--- src/rtl/delta_pkg.sv ---
// Shared types and constants for the multi-channel delta-modulation spike encoder.
package delta_pkg;

    typedef enum logic [1:0] {
        IDLE = 2'd0,
        SCAN = 2'd1,
        EMIT = 2'd2
    } state_e;

    localparam logic [1:0] SPIKE_NONE = 2'b00;
    localparam logic [1:0] SPIKE_ON   = 2'b01;
    localparam logic [1:0] SPIKE_OFF  = 2'b10;

    // Channel index width; a single channel still needs one bit.
    function automatic int chan_width(input int channels);
        return (channels > 1) ? $clog2(channels) : 1;
    endfunction

endpackage

--- src/rtl/delta_compare.sv ---
// Combinational delta comparator: decides the spike for one sample against its
// reference and computes the reference that follows.
module delta_compare
    import delta_pkg::*;
#(
    parameter int WIDTH    = 8,
    parameter int REF_MODE = 0
) (
    input  logic [WIDTH-1:0] sample_i,
    input  logic [WIDTH-1:0] ref_i,
    input  logic [WIDTH-1:0] threshold_i,
    input  logic             off_en_i,
    output logic [1:0]       spike_o,
    output logic             update_o,
    output logic [WIDTH-1:0] next_ref_o
);

    logic             rising;
    logic [WIDTH-1:0] diff;
    logic [WIDTH-1:0] stepped;

    always_comb begin
        rising   = sample_i > ref_i;
        diff     = rising ? (sample_i - ref_i) : (ref_i - sample_i);
        update_o = diff > threshold_i;
        // The step cannot wrap: it is only used when diff > threshold, so the
        // stepped value stays between ref and sample.
        stepped  = rising ? (ref_i + threshold_i + 1'b1) : (ref_i - threshold_i - 1'b1);

        spike_o = SPIKE_NONE;
        if (update_o) begin
            if (rising) begin
                spike_o = SPIKE_ON;
            end else if (off_en_i) begin
                spike_o = SPIKE_OFF;
            end
        end

        next_ref_o = (REF_MODE == 1) ? stepped : sample_i;
    end

endmodule

--- src/rtl/delta_encoder_mc.sv ---
// Multi-channel delta-modulation spike encoder: accepts a frame, scans one
// channel per cycle against its stored reference and emits ON/OFF events.
module delta_encoder_mc
    import delta_pkg::*;
#(
    parameter int WIDTH    = 8,
    parameter int CHANNELS = 4,
    parameter int REF_MODE = 0,
    localparam int CW      = chan_width(CHANNELS)
) (
    input  logic                      clk,
    input  logic                      reset,
    input  logic                      in_valid,
    output logic                      in_ready,
    input  logic [CHANNELS*WIDTH-1:0] in_data,
    input  logic [WIDTH-1:0]          threshold,
    input  logic                      off_spike_en,
    output logic                      out_valid,
    input  logic                      out_ready,
    output logic [1:0]                out_spike,
    output logic [CW-1:0]             out_chan,
    output logic                      busy
);

    // Handshakes: a transfer happens on a rising edge where valid and ready are
    // both high; valid never drops and its payload never changes while waiting.
    state_e                    state_q;
    logic [CW-1:0]             ch_q;
    logic                      primed_q;
    logic [CHANNELS*WIDTH-1:0] data_q;
    logic [WIDTH-1:0]          thr_q;
    logic                      off_en_q;
    logic [WIDTH-1:0]          ref_q [CHANNELS];
    logic                      out_valid_q;
    logic [1:0]                out_spike_q;
    logic [CW-1:0]             out_chan_q;

    logic [WIDTH-1:0] sample_sel;
    logic [WIDTH-1:0] ref_sel;
    logic [1:0]       cmp_spike;
    logic             cmp_update;
    logic [WIDTH-1:0] cmp_next_ref;
    logic             last_ch;
    logic             advance;

    always_comb begin
        sample_sel = data_q[ch_q*WIDTH +: WIDTH];
        ref_sel    = ref_q[ch_q];
        last_ch    = (ch_q == CW'(CHANNELS - 1));
        advance    = ((state_q == SCAN) && (!primed_q || (cmp_spike == SPIKE_NONE)))
                   || ((state_q == EMIT) && out_ready);
    end

    delta_compare #(
        .WIDTH    (WIDTH),
        .REF_MODE (REF_MODE)
    ) u_compare (
        .sample_i    (sample_sel),
        .ref_i       (ref_sel),
        .threshold_i (thr_q),
        .off_en_i    (off_en_q),
        .spike_o     (cmp_spike),
        .update_o    (cmp_update),
        .next_ref_o  (cmp_next_ref)
    );

    always_ff @(posedge clk or posedge reset) begin
        if (reset) begin
            state_q     <= IDLE;
            ch_q        <= '0;
            primed_q    <= 1'b0;
            data_q      <= '0;
            thr_q       <= '0;
            off_en_q    <= 1'b0;
            out_valid_q <= 1'b0;
            out_spike_q <= SPIKE_NONE;
            out_chan_q  <= '0;
            for (int c = 0; c < CHANNELS; c++) begin
                ref_q[c] <= '0;
            end
        end else begin
            case (state_q)
                IDLE: begin
                    if (in_valid) begin
                        data_q   <= in_data;
                        thr_q    <= threshold;
                        off_en_q <= off_spike_en;
                        ch_q     <= '0;
                        state_q  <= SCAN;
                    end
                end
                SCAN: begin
                    if (!primed_q) begin
                        ref_q[ch_q] <= sample_sel;
                    end else if (cmp_spike != SPIKE_NONE) begin
                        out_spike_q <= cmp_spike;
                        out_chan_q  <= ch_q;
                        out_valid_q <= 1'b1;
                        ref_q[ch_q] <= cmp_next_ref;
                        state_q     <= EMIT;
                    end else if (cmp_update) begin
                        // Suppressed OFF: the reference still follows the sample.
                        ref_q[ch_q] <= cmp_next_ref;
                    end
                end
                EMIT: begin
                    if (out_ready) begin
                        out_valid_q <= 1'b0;
                    end
                end
                default: state_q <= IDLE;
            endcase

            if (advance) begin
                if (last_ch) begin
                    primed_q <= 1'b1;
                    state_q  <= IDLE;
                end else begin
                    ch_q    <= ch_q + 1'b1;
                    state_q <= SCAN;
                end
            end
        end
    end

    assign in_ready  = (state_q == IDLE);
    assign busy      = (state_q != IDLE);
    assign out_valid = out_valid_q;
    assign out_spike = out_spike_q;
    assign out_chan  = out_chan_q;

endmodule

--- config.mk ---
export PLATFORM = sky130hd
export DESIGN_NAME = delta_encoder_mc
export DESIGN_NICKNAME = d
export VERILOG_FILES = /design/src/rtl/delta_pkg.sv /design/src/rtl/delta_compare.sv /design/src/rtl/delta_encoder_mc.sv
export SDC_FILE = /design/constraint.sdc
export NUM_CORES = 1
export LEC_CHECK = 0
export CAP_MARGIN = 20
export CORE_MARGIN = 3
export CORE_UTILIZATION = 55
export CTS_CLUSTER_SIZE = 30
export DETAILED_ROUTE_END_ITERATION = 7
export GPL_TIMING_DRIVEN = 0
export PLACE_DENSITY = 0.77
export SYNTH_ARGS = -nofsm -noshare
export SYNTH_HDL_FRONTEND = slang
export SYNTH_SLANG_ARGS = --single-unit
--- constraint.sdc ---
create_clock -name clk -period 6.5 [get_ports clk]
set_clock_uncertainty 0.15 [all_clocks]
set_input_delay 0.975 -clock clk [delete_from_list [all_inputs] [get_ports clk]]
set_output_delay 0.975 -clock clk [all_outputs]
set_load 0.02 [all_outputs]
### After elaboration in Yosys (flattened, before gate mapping)

Cells that the tools add are included.

| word-level totals | value |
|---|---|
| logic and storage cells | 77 |
| bits of input ports | 45 |
| register bits | 83 |
| output and inout port bits | 7 |

| cells by class | value |
|---|---|
| $lt $le $gt $ge | 4 |
| shift-type cells | 1 |
| equal/unequal tests | 11 |
| add/subtract/negate cells | 3 |
| reductions and logical operators | 17 |
| bitwise gates (word level) | 1 |
| muxes and demuxes | 27 |

Operators with widths:

| operator | count |
|---|---|
| $mux W32 | 3 |
| $bwmux W32 | 1 |
| $mux W8 | 4 |
| $shiftx A32 B6 Y8 | 1 |
| $mux W2 | 11 |
| $bmux W8 S2 | 1 |
| $demux W8 S2 | 1 |
| $gt A8 B8 Y1 | 2 |
| $sub A8 B8 Y8 | 2 |
| $reduce_and A4 Y1 | 2 |
| $ne A2 B2 Y1 const B | 3 |
| $ne A3 B2 Y1 const B | 2 |
| $pmux W2 S3 | 1 |
| $reduce_and A2 Y1 | 3 |
| $reduce_bool A2 Y1 | 3 |
| $eq A2 B2 Y1 const B | 2 |
| $logic_not A2 Y1 | 2 |
| $mux W1 | 4 |
| $ge A3 B3 Y1 const B | 1 |
| $logic_and A1 B1 Y1 | 3 |
| $lt A3 B1 Y1 const B | 1 |
| $ne A3 B1 Y1 const B | 1 |
| $ne A3 B3 Y1 const B | 1 |
| $not A2 Y3 | 1 |
| 7 further kinds | 8 |

### Logic depth before layout (Yosys ltp)

| depth | value |
|---|---|
| depth after elaboration | 14 |
| mapped depth | 22 |
| depth with buffers taken out | 19 |

### Modules after synthesis

A second synthesis with hierarchy kept.

| unflattened totals | value |
|---|---|
| cells, all modules | 385 |
| area, all modules | 4895.9 um^2 |

Modules (own cells, without submodules):

| module | sequential area each (um^2) | cells each | area an instance (um^2) | instances |
|---|---|---|---|---|
| delta_encoder_mc | 2077.0 | 259 | 3941.3 | 1 |
| delta_compare | 0.0 | 126 | 954.7 | 1 |

### Worst setup path after synthesis

Ideal clock, no wire load.

| timing | value |
|---|---|
| path type | register to register |
| from | register ch_q[0] |
| to | register ref_q[0] (netlist name) |
| library setup time | 125 ps |
| required time | 6225 ps |
| clock period less this slack | 4806 ps |
| cell stages (with the launch flop) | 21 |
| setup slack | 1694 ps |
| arrival | 4532 ps |
| path buffers | 4 |
| cell sequence | dfrtp_1 buf_2 buf_2 mux4_2 ha_1 a21oi_1 a21oi_2 o21bai_2 buf_6 mux2i_4 o21ai_2 a31oi_1 xnor2_1 ha_1 nand4_1 a21oi_1 o22ai_1 a21oi_1 and2_1 buf_4 mux2_2 |

| between the ends | value |
|---|---|
| cells in the longest elaborated chain, start to end | 11 |
| elaborated cells between the ends (all ways) | 24 |
| those cells by class | 2 x add/sub; 4 x order compare; 1 x eq/ne; 1 x shift; 12 x mux; 1 x bitwise; 3 x reduce/logical |

Ends and longest elaborated chain:

| item | line | text |
|---|---|---|
| start, declared | delta_encoder_mc.sv:28 | `logic [CW-1:0] ch_q;` |
| start signal, assigned | delta_encoder_mc.sv:119 | `ch_q <= ch_q + 1'b1;` |
| parallel branches: the longest is 11 deep, another holds $sub A8 B8 Y8 | - |  |
| end signal, assigned by index | delta_encoder_mc.sv:94 | `ref_q[ch_q] <= sample_sel;` |
| end signal, assigned by index | delta_encoder_mc.sv:99 | `ref_q[ch_q] <= cmp_next_ref;` |
| end signal, assigned by index | delta_encoder_mc.sv:103 | `ref_q[ch_q] <= cmp_next_ref;` |
| end, declared | delta_encoder_mc.sv:33 | `logic [WIDTH-1:0] ref_q [CHANNELS];` |

Several ways; the timed one is not identified. The select of a mux whose other input is x is not followed.
A chain may end at the register's enable or synchronous reset.

### Final worst setup path

| timing | value |
|---|---|
| from | register ch_q[0] |
| to | register ref_q[23] (netlist name) |

Same word-level chain as after synthesis.

==> results.json <==
{
  "status": "completed",
  "slew_viol_final": 0,
  "cts.sinks": 83,
  "gp_congestion": 0.7886,
  "synth_area_leader_cell": "dfrtp_1",
  "ys_seq_area_share_pct": 46.93,
  "cts_root_buf": "clkbuf_8",
  "fin_setup_tns_ns": 0,
  "synth_top_cells_by_count": "nand2_1, dfrtp_1, mux2_2",
  "h-tree-depth": 3,
  "place_ws_ns": 0.8993,
  "synth_cell_types": 41,
  "finalCritPeriodShare_pct": 85.83,
  "ys_ff_latch": 83,
  "pin_count": 52,
  "area_growth_pct": 19.85,
  "synth_cells": 413,
  "dieArea_um2": 9158,
  "syn-cell-area_um2": 4425,
  "die_x_um": 95.70,
  "cts_setup_buffers": 0,
  "cp-start-kind": "register",
  "fmax_ghz": 0.1793,
  "maxCapViolations": 0,
  "avgSynthCellArea_um2": 10.72,
  "final_area_um2": 5304,
  "worst_pin_slew_ns": 0.6106,
  "end_kind": "register",
  "grt_max_degree": 65,
  "cts_tree": "done",
  "finalHoldViolCount": 0,
  "grt_most_used_layer": "met2",
  "cts_buffers": 9,
  "grt-ovfl-total": 0,
  "post_cts_resized": 0,
  "crit_type": "register to register",
  "grtUsageMet3_pct": 4.144,
  "wl_um": 8694,
  "initial_utilization_pct": 56.97,
  "cp_max_fo": 10,
  "layout.nets": 550,
  "wl_per_cell_um": 14.91,
  "use_met2_pct": 36.71,
  "core_area_um2": 7767,
  "die_h_um": 95.70,
  "cts_hold_buffers": 0,
  "portBuffers": 51,
  "async_flop_share_pct": 100.0,
  "clk_path_buf_depth": 2,
  "insertion_delay_ns": 0.35,
  "synth.most_common_cell": "nand2_1",
  "grt_first_pass_wirelength_um": 14520,
  "detail-route-antenna-nets": 0,
  "synth.area.top_cells": "dfrtp_1, nand2_1, mux2_2",
  "viasPerCell": 5.293,
  "drive_gt1_share_pct": 17.46,
  "critical_path_arrival_ns": 5.65,
  "drt_first_pass_iters": 4,
  "synth_top_cell_area_share_pct": 46.93,
  "first_global_vias": 3137,
  "setup_ws_ns": 0.9213,
  "slew_headroom_pct": 59.29,
  "period_needed_ns": 5.579,
  "setup_violations": 0,
  "num_rows": 32,
  "diodes": 0,
  "cts.clk_slew.worst_paths_ns": 0.09,
  "vias": 3086,
  "syn_nets": 487,
  "drt_iter0_drc": 156,
  "dpl_cell_area_um2": 5094,
  "grt_usage_pct": 20.67,
  "ys_warn_count": 0,
  "antenna_found_initial": 0,
  "dp_hpwl_um": 6640,
  "yosys_most_used_dff": "dfrtp_1",
  "synth_edf_count": 0,
  "grtUsageMet1_pct": 25.51,
  "r2r_slack_ns": 0.92,
  "cp.required_ns": 6.58,
  "drc": 0,
  "rsz0062_at_grt": "no",
  "min_path_type": "register to register"
}
cells by family (layout without fill, tap and decap cells):
logic type                 Yosys count  in the layout  share of synthesized area (%)
DFF                                 83             83                          46.93
buffers and inverters               54            122                          5.231
xor gates and xnor gates             6              6                          1.187
and+or+nand+nor                    141            141                          13.12
AOI/OAI and AO/OA                   42             42                          6.050
adders and majority gates           29             29                          8.538
muxes                               58             58                          18.94
stage by stage:
| step | utilization (%) | cells | hold slack [ns] |
|---|---|---|---|
| 6_report | 68.28 | 583 | 0.3262 |
| 5_1_grt | 68.28 | 583 | 0.3540 |
| 4_1_cts | 68.28 | 583 | 0.3323 |
| 3_5_place_dp | 65.58 | 567 | 0.3126 |
| 3_3_place_gp | 65.19 | 566 | 0.3029 |
| 2_1_floorplan | - | 413 | 0.2903 |
cell usage in the layout (no fill, tap or decap), types with 3 or more instances in the layout:
cell type and instances:
buf_4 5, mux2_2 36, o21ai_0 11, and2_1 5, ha_1 27, mux2i_1 5, clkdlybuf4s50_1 51, a21o_1 3
dfrtp_1 83, clkbuf_1 9, nand4_1 4, xnor2_1 6, clkbuf_8 10, nor2_1 7, a21oi_1 10, nand2_1 115
inv_1 34, mux4_2 16
sequential cells by signal, summed over array words and instances (netlist names):
register / flops
ref_q: 32
out_valid: 1
state_q: 2
primed_q: 1
thr_q: 8
ch_q: 2
off_en_q: 1
data_q: 32
out_chan: 2
out_spike: 2
metal layers:
metal	vias to the layer above	share of wire (%)	routed length, um
met5	-	0	0
met4	0	0.92	80
met3	6	3.9	335
met2	62	51	4397
met1	1511	45	3880
li1	1507	-	-
critical path, stage by stage, from the launching register on:
cell and delay (ns):
dfrtp_1 0.46, buf_2 0.38, buf_2 0.37, mux4_2 0.57, ha_1 0.35, a21oi_1 0.22
a21oi_2 0.10, o21bai_2 0.22, buf_6 0.19, mux2i_4 0.25, o21ai_2 0.09, a31oi_1 0.21
xnor2_1 0.09, ha_1 0.31, nand4_1 0.16, a21oi_1 0.20, o22ai_1 0.13, a21oi_1 0.28
and2_1 0.17, buf_4 0.17, mux2_2 0.35
area by class of cell:
type,instances,area (um2)
buffer,19,100.1
clock buffer,10,137.6
clock inverter,6,72.57
fill,596,2464
inverter,35,133.9
multi-input combinational,276,2117
sequential,83,2077
tap,102,127.6
timing repair buffer,52,538.0
worst paths after layout:
kind	start	endpoint	cells past startpoint
worst max-delay path	ch_q[0]	ref_q[23]	20
worst min-delay path	data_q[11]	data_q[11]	2
worst max register to register	ch_q[0]	ref_q[23]	20
worst min register to register	data_q[11]	data_q[11]	2
max in group asynchronous	reset	ref_q[31]	3
min in group asynchronous	reset	out_chan[1]	2
Power is not shown: default switching activity piles up to over one toggle a cycle in this logic, so the estimate is an artifact.
